$ cat config.mk
export PLATFORM = sky130hd
export DESIGN_NAME = ifetch_unit_flat
export DESIGN_NICKNAME = d
export VERILOG_FILES = /design/src/rtl/ifetch_unit_pkg.sv /design/src/rtl/ifetch_unit_if.sv /design/src/rtl/ifetch_unit_queue.sv /design/src/rtl/ifetch_unit.sv /design/src/flat_wrapper.sv
export SDC_FILE = /design/constraint.sdc
export NUM_CORES = 1
export LEC_CHECK = 0
export CAP_MARGIN = 20
export CORE_ASPECT_RATIO = 0.6
export CORE_MARGIN = 3
export CORE_UTILIZATION = 59
export DETAILED_ROUTE_END_ITERATION = 6
export PLACE_DENSITY = 0.87
export SLEW_MARGIN = 20
export SYNTH_ARGS = -nofsm -noshare
export SYNTH_HDL_FRONTEND = slang
export SYNTH_SLANG_ARGS = --single-unit
$ cat constraint.sdc
create_clock -name clk -period 12.07 [get_ports clk]
set_clock_uncertainty 0.1 [all_clocks]
set_input_delay 3.621 -clock clk [delete_from_list [all_inputs] [get_ports clk]]
set_output_delay 3.621 -clock clk [all_outputs]
set_load 0.02 [all_outputs]
$ cat src/rtl/ifetch_unit_pkg.sv
// Shared fetch-side types and constants for the QUAD.nibble core.
package ifetch_unit_pkg;
    typedef logic [15:0] addr_t;
    typedef logic [15:0] word_t;

    localparam addr_t RESET_PC = 16'h0400;

    typedef enum logic {FETCH, FLUSH} fetch_state_e;
endpackage

$ cat src/rtl/ifetch_unit_if.sv
// Program-memory, redirect and instruction-delivery signals of the fetch unit.
interface ifetch_unit_if #(
    parameter int ADDR_W = 16,
    parameter int DATA_W = 16
);
    logic              imem_req;
    logic [ADDR_W-1:0] imem_addr;
    logic              imem_gnt;
    logic              imem_rvalid;
    logic [DATA_W-1:0] imem_rdata;
    logic              redirect_valid;
    logic [ADDR_W-1:0] redirect_pc;
    logic              instr_valid;
    logic              instr_ready;
    logic [DATA_W-1:0] instr_data;
    logic [ADDR_W-1:0] instr_pc;

    modport master (
        output imem_req, imem_addr, instr_valid, instr_data, instr_pc,
        input  imem_gnt, imem_rvalid, imem_rdata, redirect_valid, redirect_pc, instr_ready
    );

    modport slave (
        input  imem_req, imem_addr, instr_valid, instr_data, instr_pc,
        output imem_gnt, imem_rvalid, imem_rdata, redirect_valid, redirect_pc, instr_ready
    );
endinterface

$ cat src/rtl/ifetch_unit_queue.sv
// Prefetch FIFO holding {word, pc} pairs; head is read straight from registered storage.
module ifetch_queue #(
    parameter int W     = 32,
    parameter int DEPTH = 2,
    parameter int CW    = $clog2(DEPTH) + 1
) (
    input  logic          clk,
    input  logic          resetn,
    input  logic          push,
    input  logic          pop,
    input  logic          flush,
    input  logic [W-1:0]  din,
    output logic [W-1:0]  dout,
    output logic          full,
    output logic          empty,
    output logic [CW-1:0] count
);
    localparam int PW = $clog2(DEPTH);
    localparam logic [CW-1:0] DEPTH_C = CW'(DEPTH);

    logic [DEPTH-1:0][W-1:0] mem;
    logic [PW-1:0]           wr_ptr, rd_ptr;
    logic                    push_ok, pop_ok;

    assign full    = (count == DEPTH_C);
    assign empty   = (count == '0);
    assign push_ok = push & ~full;
    assign pop_ok  = pop & ~empty;
    assign dout    = mem[rd_ptr];

    always_ff @(posedge clk) begin
        if (!resetn) begin
            mem    <= '0;
            wr_ptr <= '0;
            rd_ptr <= '0;
            count  <= '0;
        end else if (flush) begin
            wr_ptr <= '0;
            rd_ptr <= '0;
            count  <= '0;
        end else begin
            if (push_ok) begin
                mem[wr_ptr] <= din;
                wr_ptr      <= wr_ptr + 1'b1;
            end
            if (pop_ok) rd_ptr <= rd_ptr + 1'b1;
            count <= count + CW'(push_ok) - CW'(pop_ok);
        end
    end
endmodule

$ cat src/rtl/ifetch_unit.sv
// Fetch front-end: fetch PC, read credits, stale-response dropping and prefetch queue.
module ifetch_unit #(
    parameter int                ADDR_W   = 16,
    parameter int                DATA_W   = 16,
    parameter int                DEPTH    = 2,
    parameter logic [ADDR_W-1:0] RESET_PC = ifetch_unit_pkg::RESET_PC
) (
    input logic           clk,
    input logic           resetn,
    ifetch_unit_if.master bus
);
    import ifetch_unit_pkg::*;

    localparam int CW = $clog2(DEPTH) + 1;
    localparam logic [CW:0] DEPTH_X = (CW+1)'(DEPTH);

    fetch_state_e              state_q, state_d;
    logic [ADDR_W-1:0]         fetch_pc_q, fetch_pc_d, rsp_pc_q, rsp_pc_d;
    logic [CW-1:0]             outst_q, outst_d, drop_q, drop_d, count;
    logic                      push, pop, flush, full, empty, rv_ok, issue, credit;
    logic [DATA_W+ADDR_W-1:0]  head, hold_q;

    // A same-cycle pop frees its slot so ready held high sustains one word per cycle.
    assign pop    = bus.instr_valid & bus.instr_ready;
    assign credit = ({1'b0, count} + {1'b0, outst_q} - {{CW{1'b0}}, pop}) < DEPTH_X;
    assign bus.imem_req  = resetn & (state_q == FETCH) & ~bus.redirect_valid & credit;
    assign bus.imem_addr = fetch_pc_q;
    assign issue = bus.imem_req & bus.imem_gnt;
    assign rv_ok = bus.imem_rvalid & ((state_q == FETCH) ? (outst_q != '0) : (drop_q != '0));

    always_comb begin
        state_d    = state_q;
        fetch_pc_d = fetch_pc_q;
        rsp_pc_d   = rsp_pc_q;
        outst_d    = outst_q;
        drop_d     = drop_q;
        push       = 1'b0;
        flush      = 1'b0;
        if (bus.redirect_valid) begin
            flush      = 1'b1;
            fetch_pc_d = bus.redirect_pc;
            rsp_pc_d   = bus.redirect_pc;
            outst_d    = '0;
            drop_d     = ((state_q == FETCH) ? outst_q : drop_q) - CW'(rv_ok);
            state_d    = (drop_d == '0) ? FETCH : FLUSH;
        end else begin
            case (state_q)
                FETCH: begin
                    push    = rv_ok;
                    outst_d = outst_q + CW'(issue) - CW'(rv_ok);
                    if (issue) fetch_pc_d = fetch_pc_q + 1'b1;
                    if (rv_ok) rsp_pc_d   = rsp_pc_q + 1'b1;
                end
                FLUSH: begin
                    if (rv_ok) begin
                        drop_d = drop_q - 1'b1;
                        if (drop_q == CW'(1)) state_d = FETCH;
                    end
                end
            endcase
        end
    end

    always_ff @(posedge clk) begin
        if (!resetn) begin
            state_q    <= FETCH;
            fetch_pc_q <= RESET_PC;
            rsp_pc_q   <= RESET_PC;
            outst_q    <= '0;
            drop_q     <= '0;
            hold_q     <= '0;
        end else begin
            state_q    <= state_d;
            fetch_pc_q <= fetch_pc_d;
            rsp_pc_q   <= rsp_pc_d;
            outst_q    <= outst_d;
            drop_q     <= drop_d;
            if (!empty) hold_q <= head;
        end
    end

    ifetch_queue #(.W(DATA_W + ADDR_W), .DEPTH(DEPTH), .CW(CW)) u_queue (
        .clk    (clk),
        .resetn (resetn),
        .push   (push),
        .pop    (pop),
        .flush  (flush),
        .din    ({bus.imem_rdata, rsp_pc_q}),
        .dout   (head),
        .full   (full),
        .empty  (empty),
        .count  (count)
    );

    // An empty queue keeps showing the last head rather than stale storage.
    assign bus.instr_valid = ~empty;
    assign {bus.instr_data, bus.instr_pc} = empty ? hold_q : head;

    a_rv_orphan: assert property (@(posedge clk) disable iff (!resetn)
        !(bus.imem_rvalid && state_q == FETCH && outst_q == '0));
    a_push_full: assert property (@(posedge clk) disable iff (!resetn) !(push && full));
endmodule

$ cat src/flat_wrapper.sv
// flat-port wrapper written by rule: the top's interface ports become plain ports
module ifetch_unit_flat import ifetch_unit_pkg::*;
#(
    parameter int                ADDR_W   = 16,
    parameter int                DATA_W   = 16,
    parameter int                DEPTH    = 2,
    parameter logic [ADDR_W-1:0] RESET_PC = ifetch_unit_pkg::RESET_PC
)
  (clk, resetn, bus_imem_req, bus_imem_addr, bus_instr_valid, bus_instr_data, bus_instr_pc, bus_imem_gnt, bus_imem_rvalid, bus_imem_rdata, bus_redirect_valid, bus_redirect_pc, bus_instr_ready);
  ifetch_unit_if #(.ADDR_W(ADDR_W), .DATA_W(DATA_W)) bus_i ();
  input logic clk;
  input logic resetn;
  output wire logic [$bits(bus_i.imem_req)-1:0] bus_imem_req;
  output wire logic [$bits(bus_i.imem_addr)-1:0] bus_imem_addr;
  output wire logic [$bits(bus_i.instr_valid)-1:0] bus_instr_valid;
  output wire logic [$bits(bus_i.instr_data)-1:0] bus_instr_data;
  output wire logic [$bits(bus_i.instr_pc)-1:0] bus_instr_pc;
  input wire logic [$bits(bus_i.imem_gnt)-1:0] bus_imem_gnt;
  input wire logic [$bits(bus_i.imem_rvalid)-1:0] bus_imem_rvalid;
  input wire logic [$bits(bus_i.imem_rdata)-1:0] bus_imem_rdata;
  input wire logic [$bits(bus_i.redirect_valid)-1:0] bus_redirect_valid;
  input wire logic [$bits(bus_i.redirect_pc)-1:0] bus_redirect_pc;
  input wire logic [$bits(bus_i.instr_ready)-1:0] bus_instr_ready;
  assign bus_imem_req = bus_i.imem_req;
  assign bus_imem_addr = bus_i.imem_addr;
  assign bus_instr_valid = bus_i.instr_valid;
  assign bus_instr_data = bus_i.instr_data;
  assign bus_instr_pc = bus_i.instr_pc;
  assign bus_i.imem_gnt = bus_imem_gnt;
  assign bus_i.imem_rvalid = bus_imem_rvalid;
  assign bus_i.imem_rdata = bus_imem_rdata;
  assign bus_i.redirect_valid = bus_redirect_valid;
  assign bus_i.redirect_pc = bus_redirect_pc;
  assign bus_i.instr_ready = bus_instr_ready;
  ifetch_unit #(.ADDR_W(ADDR_W), .DATA_W(DATA_W), .DEPTH(DEPTH), .RESET_PC(RESET_PC)) u_core (.clk(clk), .resetn(resetn), .bus(bus_i));
endmodule
==> summary.md, run 1 <==
| Metric | Value |
|---|---|
| Status | complete, no violations |
| CP max FO | 7 |
| Synthesis-to-finish area growth | 22.97% |
| Synth Cell Area | 6302 sq um |
| Post-route DRC | 0 |
| Share of cells above drive strength 1 | 6.349% |
| Total power | 1.065 mW |
| H-Tree Depth | 4 |
| Reg clk slew, reported paths | around 0.060 ns |
| Pre-CTS WS | 1.973 ns |
| First-pass GRT wire length | 29.51 mm |
| Cell mode on critical path | clkdlybuf4s50_1 |
| Multi-input gate area | 3277 sq um |
| RSZ-0062 raised after global routing | no |
| Post-cts resize count | 0 |
| Relative slew margins | about a quarter |
| CP bufs+invs | 2 |
| Seq cells post-synth | 137 |
| Min Hold Slack | 0.3770 ns |
| # rows | 28 |
| Final WL | 18.34 mm |
| CP max stage delay | approximately 0.66 ns |
| Core area | around 10000 sq um |
| Tightest Hold Check Type | flop to flop |
| I/O Pins | 88 |
| CTS Hold Buffers Added | 0 |
| Initial antenna violation count | 0 |
| Worst-skew pair later-pin latency | 0.41 ns |
| Setup bufs post-CTS | 0 |
| Initial DRC Count | 813 |
| CP required | 8.35 ns |
| Max Slew Vio Count | 0 |
| # port buffers | 87 |
| Critical-path top delay cell | clkdlybuf4s50_1 |
| Leak Pwr | approximately 2.5 nW |
| Layout net count | 856 |
| Crit-path cells | clkdlybuf4s50_1 -> and2_1 -> ha_1 -> nand2b_1 -> fa_1 -> xnor2_1 -> nor4b_1 -> clkdlybuf4s50_1 |
| Post-synth EDFFs | 0 |
| Distinct cells, synth | between 50 and 60 |
| Register area | 2745 sq um |
| Slew @ Worst Pin | 1.115 ns |
| Iteration count of the initial detailed-routing pass | 6 |
| Fmax achieved | 98.70 MHz |
| Post-synthesis cell count | 754 |
| Post-route ant nets | 0 |
| Grt ovf | 0 |
| Max clock buf depth | 2 |
| Routability Congestion | 0.9178 |
| Mapped Nets | 804 |
| Detailed-route via count | between 6000 and 7000 |
| Die width | 139.4 um |
| Worst Setup End Kind | primary output |
| Number of max-cap violations | 0 |
| Worst vdd ir | 0.0001272 V |
| Cts bufs inserted | 17 |
| Ys flop type | dfxtp_1 |
| Hold Fails Final Rpt | 0 |
| Hpwl dp | 11.40 mm |
| DIE AREA | 12000 sq um |
| Clock root cell | clkbuf_16 |
| PwrDens | 137.4 nW/um^2 |
| Tmin final | 10.13 ns |
| Wire length per cell | 19.23 um |
| Layout Utilization | 76.54% |
| Final WS setup | 1.938 ns |
| Die H | 86.06 um |
| Via density per instance | roughly 6.4 |
| Setup TNS | 0 ns |
| Antenna diodes | 0 |
| Vias in the first global route | 5838 |
| GR Util All Layers | between 30% and 40% |
| Period utilization | 83.94% |
| Asr flop ratio synth | 0% |
| Maximum number of pins on one net before global-route repair | between 60 and 70 |
| Sequential element share of the synthesized area | 43.52% |
| Synth warnings | 0 |
| TritonCTS clock tree | done |
| Final setup fails | 0 |
| Crit Path Category | input pin to primary output |
| CP arrival | 6.41 ns |
| Filler cell count | 680 |
| Clock sink count | between 100 and 150 |
| Critical Path Start Type | input pin |
| Mapped Avg Cell Area | 8.358 sq um |
| Starting density of the core | 62.25% |
| Top Family by Delay on Critical Path | buffers and inverters |
==> cell usage in the layout (no fill, tap or decap), types with 3 or more instances in the layout <==
cell type,instances
dfxtp_1,135
o21ai_0,113
clkdlybuf4s50_1,86
a21oi_1,81
nand3_1,80
nand2_1,45
mux2i_1,37
and2_1,35
clkbuf_16,17
xnor2_1,14
nor2_1,14
inv_1,12
ha_1,11
nor3_1,9
nor4_1,9
nand2b_1,8
a31oi_1,8
buf_4,8
nand4_1,6
or4_1,6
and4_1,5
o31ai_1,5
or3_1,5
xor2_1,5
and3_1,4
clkinvlp_4,4
clkbuf_8,4
nor4b_1,3
o31a_1,3
o311a_1,3
o21a_1,3
clkinv_2,3
==> worst reg2reg max path, delay by kind of cell, from the launching register on <==
family | cells | cell delay (ns)
compound gates | 1 | 0.18
fa+ha+maj | 2 | 0.86
buf+inv | 2 | 0.59
flops | 1 | 0.35
simple gates | 6 | 2.04
==> layer usage <==
| metal | up-vias | global-route usage, % | wire [um] |
|---|---|---|---|
| met1 | 2903 | 41.62 | 8155 |
| met3 | 51 | 7.131 | 1511 |
| met5 | - | 0 | 0 |
| met4 | 0 | 9.236 | 327 |
| li1 | 2814 | - | - |
| met2 | 317 | 48.51 | 8349 |
==> cells in the mapped netlist (all sizes together), types with 2 or more instances <==
| library cell | number | area [sq um] |
|---|---|---|
| nor2 | 15 | 56.30 |
| ha | 11 | 137.6 |
| xnor2 | 14 | 122.6 |
| inv | 13 | 48.79 |
| a31oi | 8 | 50.05 |
| or4 | 6 | 45.04 |
| and4b | 2 | 20.02 |
| nand3 | 80 | 400.4 |
| o311a | 3 | 30.03 |
| clkinv | 2 | 7.510 |
| or3 | 6 | 38.79 |
| xor2 | 5 | 43.79 |
| mux2i | 37 | 370.4 |
| nor3 | 9 | 45.04 |
| nand4b | 2 | 23.77 |
| a211oi | 2 | 15.01 |
| o31ai | 5 | 37.54 |
| nand4 | 7 | 50.05 |
| o31a | 5 | 46.30 |
| nand2b | 8 | 50.05 |
| buf | 7 | 28.78 |
| and3 | 4 | 25.02 |
| clkbuf | 55 | 206.5 |
| nand2 | 45 | 168.9 |
| nor4b | 3 | 26.28 |
| nor4 | 9 | 56.30 |
| and4 | 6 | 52.55 |
| a21oi | 81 | 405.4 |
| o21ai | 113 | 565.5 |
| dfxtp | 137 | 2743 |
| and2 | 35 | 219.0 |
| o21a | 3 | 22.52 |
==> cell type report <==
type / count / share of cell area (%)
multi-input combinational: 540 / 42.28
sequential: 137 / 35.42
timing repair buffer: 95 / 11.95
clock buffer: 22 / 6.248
tap: 135 / 2.180
clock inverter: 10 / 1.195
inverter: 15 / 0.7265
==> worst paths after layout <==
check                                        startpoint                        to  slack, ns  cells after the start
worst max-delay path                    bus_instr_ready              bus_imem_req       1.94                      8
worst min-delay path             u_core.u_queue.mem[47]    u_core.u_queue.mem[47]       0.38                      2
worst max register to register  u_core.u_queue.count[1]  u_core.bus.imem_addr[14]       7.87                     11
worst min register to register   u_core.u_queue.mem[47]    u_core.u_queue.mem[47]       0.38                      2
==> flip-flops by register name, indices dropped and copies added (netlist names) <==
register               cells
u_core.bus.imem_addr      16
u_core.drop_q              2
u_core.hold_q             32
u_core.outst_q             2
u_core.rsp_pc_q           16
u_core.state_q             1
u_core.u_queue.count       2
u_core.u_queue.mem        64
u_core.u_queue.rd_ptr      1
u_core.u_queue.wr_ptr      1
==> metrics by stage <==
stage                     instance area, sq um  instances
after floorplan                           6302        754
after global placement                    7173        922
after detailed placement                  7173        922
after CTS                                 7750        954
after global routing                      7750        954
final                                     7750        954
==> cell families (layout without fill, tap and decap cells) <==
group | Yosys count | count (layout) | synth area share (%)
AO/OA/AOI/OAI | 231 | 231 | 20.11
flip-flops | 137 | 137 | 43.52
AND/OR/NAND/NOR | 241 | 241 | 20.73
XOR/XNOR | 19 | 19 | 2.640
adder cells (fa/ha/maj) | 12 | 12 | 2.501
buffers and inverters | 77 | 142 | 4.626
multiplexers | 37 | 37 | 5.877
==> power by group <==
group	leakage (nW)	internal, mW	total, mW	switching, mW
sequential	1.11	0.462	0.478	0.0152
clock	0.275	0.305	0.503	0.198
combinational	1.15	0.0371	0.0847	0.0476
total	2.54	0.805	1.06	0.260
Note: power is estimated with default switching activity, not from simulation.
==> inputs of run 2 (changes only) <==
--- a/config.mk
+++ b/config.mk
@@ -8,9 +8,9 @@
 export CAP_MARGIN = 20
 export CORE_ASPECT_RATIO = 0.6
 export CORE_MARGIN = 3
-export CORE_UTILIZATION = 59
+export CORE_UTILIZATION = 49
 export DETAILED_ROUTE_END_ITERATION = 6
-export PLACE_DENSITY = 0.87
+export PLACE_DENSITY = 0.78
 export SLEW_MARGIN = 20
 export SYNTH_ARGS = -nofsm -noshare
 export SYNTH_HDL_FRONTEND = slang
==> constraint.sdc (replaced) <==
create_clock -name clk -period 8.6 [get_ports clk]
set_clock_uncertainty 0.1 [all_clocks]
set_input_delay 2.58 -clock clk [delete_from_list [all_inputs] [get_ports clk]]
set_output_delay 2.58 -clock clk [all_outputs]
set_load 0.02 [all_outputs]
==> run 2 against run 1 <==
Compared with the run above: total power rose by 35%; final area fell by 0.16%; sequential share of layout area rose by 0.090 points; via count fell by 3.6%; cell count rose by 2.8%; sequential cell count did not move; register-to-register slack got worse by 3.5 ns; critical path depth did not move; sequential power rose by 40%; global-route usage fell by 6.8 points; critical path type unchanged.
==> summary.md, run 2 (synthesis gave the netlist of run 1 again) <==
| Metric | Value |
|---|---|
| Starting density of the core | 51.26% |
| Die width | 152.4 um |
| Relative slew margins | 27.42% |
| Synthesis-to-finish area growth | 22.77% |
| Initial DRC Count | 443 |
| CP Launch Point | bus_instr_ready |
| Fmax achieved | 124.1 MHz |
| Final WL | 17.01 mm |
| Initial antenna violation count | 0 |
| DIE AREA | 14300 sq um |
| Slew @ Worst Pin | 1.089 ns |
| Post-cts resize count | 0 |
| Routability Congestion | 0.8864 |
| Worst R2R Path Depth | 13 |
| TritonCTS clock tree | done |
| Post-route ant nets | 0 |
| Layout net count | 855 |
| Maximum number of pins on one net before global-route repair | 67 |
| Clock root cell | clkbuf_16 |
| Worst vdd ir | between 0.0001 and 0.00015 V |
| Final setup fails | 0 |
| GR Util All Layers | 23.67% |
| CTS Hold Buffers Added | 0 |
| Grt ovf | 0 |
| Clock sink count | 137 |
| Critical Path Start Type | input pin |
| Register bank with the most flops | u_core.u_queue.mem |
| Vias in the first global route | around 5500 |
| R2R setup slack | 4.41 ns |
| # rows | 31 |
| Post-route DRC | 0 |
| Share of cells above drive strength 1 | under 10% |
| Iteration count of the initial detailed-routing pass | 5 |
| Detailed-route via count | 5863 |
| Hold Fails Final Rpt | 0 |
| Period utilization | between 90% and 100% |
| RR Endpoint | u_core.outst_q[1] |
| Via density per instance | about 6.0 |
| CP max FO | 7 |
| Leak Pwr | 2.519 nW |
| CP arrival | between 5 and 6 ns |
| Tmin final | 8.057 ns |
| Reg clk slew, reported paths | 0.06 ns |
| Max clock buf depth | 2 |
| PwrDens | 186.3 nW/um^2 |
| Wire length per cell | 17.34 um |
| End point of the critical path | bus_imem_req |
| Commonest cells after routing, fill and taps aside | dfxtp_1 (135), o21ai_0 (113), clkdlybuf4s50_1 (86) |
| Hpwl dp | 11.27 mm |
| Largest registers | u_core.u_queue.mem: 64 flops, u_core.hold_q: 32 flops |
| First-pass GRT wire length | about 27 mm |
| CP required | 5.92 ns |
| Number of max-cap violations | 0 |
| Cts bufs inserted | 17 |
| Max Slew Vio Count | 0 |
| Crit Path Category | input pin to primary output |
| Die H | 93.85 um |
| RSZ-0062 raised after global routing | no |
| DP Cell Count | 951 |
| Worst-skew pair later-pin latency | 0.42 ns |
| Status | complete, no violations |
| Worst Setup End Kind | primary output |
| Setup TNS | 0 ns |
| Tightest Hold Check Type | flop to flop |
| # port buffers | slightly below 90 |
| Commonest non-fill, non-tap cell in the layout | dfxtp_1 |
| Finished Layout Cells | 981 |
| R2r startpoint | u_core.u_queue.count[1] |
| Core area | 12300 sq um |
| Setup bufs post-CTS | 0 |
| I/O Pins | 88 |
| H-Tree Depth | 4 |
| Max FFs per register | 64 |
| Antenna diodes | 0 |
==> run 2: changes by cell type in the layout (fill, tap and decap cells not counted), sizes merged <==
cell	previous run	this run
bufinv	1	0
clkinvlp	4	3
buf	9	8
==> run 2: how the worst min path moves through the flow <==
stage                     cells past startpoint              startpoint                      to
after global placement                        2  u_core.u_queue.mem[27]  u_core.u_queue.mem[27]
after global routing                          2  u_core.u_queue.mem[12]  u_core.u_queue.mem[12]
final                                         2  u_core.u_queue.mem[33]  u_core.u_queue.mem[33]
after floorplan                               2  u_core.u_queue.mem[30]  u_core.u_queue.mem[30]
after CTS                                     2  u_core.u_queue.mem[51]  u_core.u_queue.mem[51]
after detailed placement                      2  u_core.u_queue.mem[51]  u_core.u_queue.mem[51]
==> run 2: critical path, stage by stage <==
cell and delay, ns:
clkdlybuf4s50_1 0.44, and2_1 0.18, ha_1 0.24, nand2b_1 0.17, fa_1 0.43, xnor2_1 0.27, nor4b_1 0.39, clkdlybuf4s50_1 0.68
==> run 2: per-layer routing <==
metal	up-vias	share of wire [%]	global-route usage (%)
met3	19	8.1	6.903
met5	-	0	0
met4	0	0.96	7.191
met2	208	45	36.45
li1	2809	-	-
met1	2827	46	32.44
==> run 2: per-stage QoR <==
stage                     setup slack (ns)  area, sq um  hold slack (ns)  util [%]  total power [mW]
after detailed placement            0.5782         7203           0.3660     58.58            0.7985
after floorplan                      1.350         6302           0.3532         -            0.7454
after CTS                           0.5558         7735           0.3738     62.91             1.450
after global placement              0.6329         7203           0.3599     58.58            0.7925
after global routing                0.3996         7737           0.3940     62.93             1.490
final                               0.5425         7737           0.3718     62.93             1.442
==> run 2: where the power goes <==
| group | leakage (nW) | internal, mW | switching [mW] |
|---|---|---|---|
| clock | 0.259 | 0.393 | 0.262 |
| sequential | 1.11 | 0.649 | 0.0220 |
| combinational | 1.15 | 0.0519 | 0.0649 |
| total | 2.52 | 1.09 | 0.348 |
==> run 2: area by class of cell <==
class / instances / area [sq um]
clock inverter: 8 / 47.55
inverter: 15 / 56.30
clock buffer: 22 / 484.2
multi-input combinational: 540 / 3277
timing repair buffer: 94 / 918.4
tap: 165 / 206.4
fill: 1037 / 4558
sequential: 137 / 2748
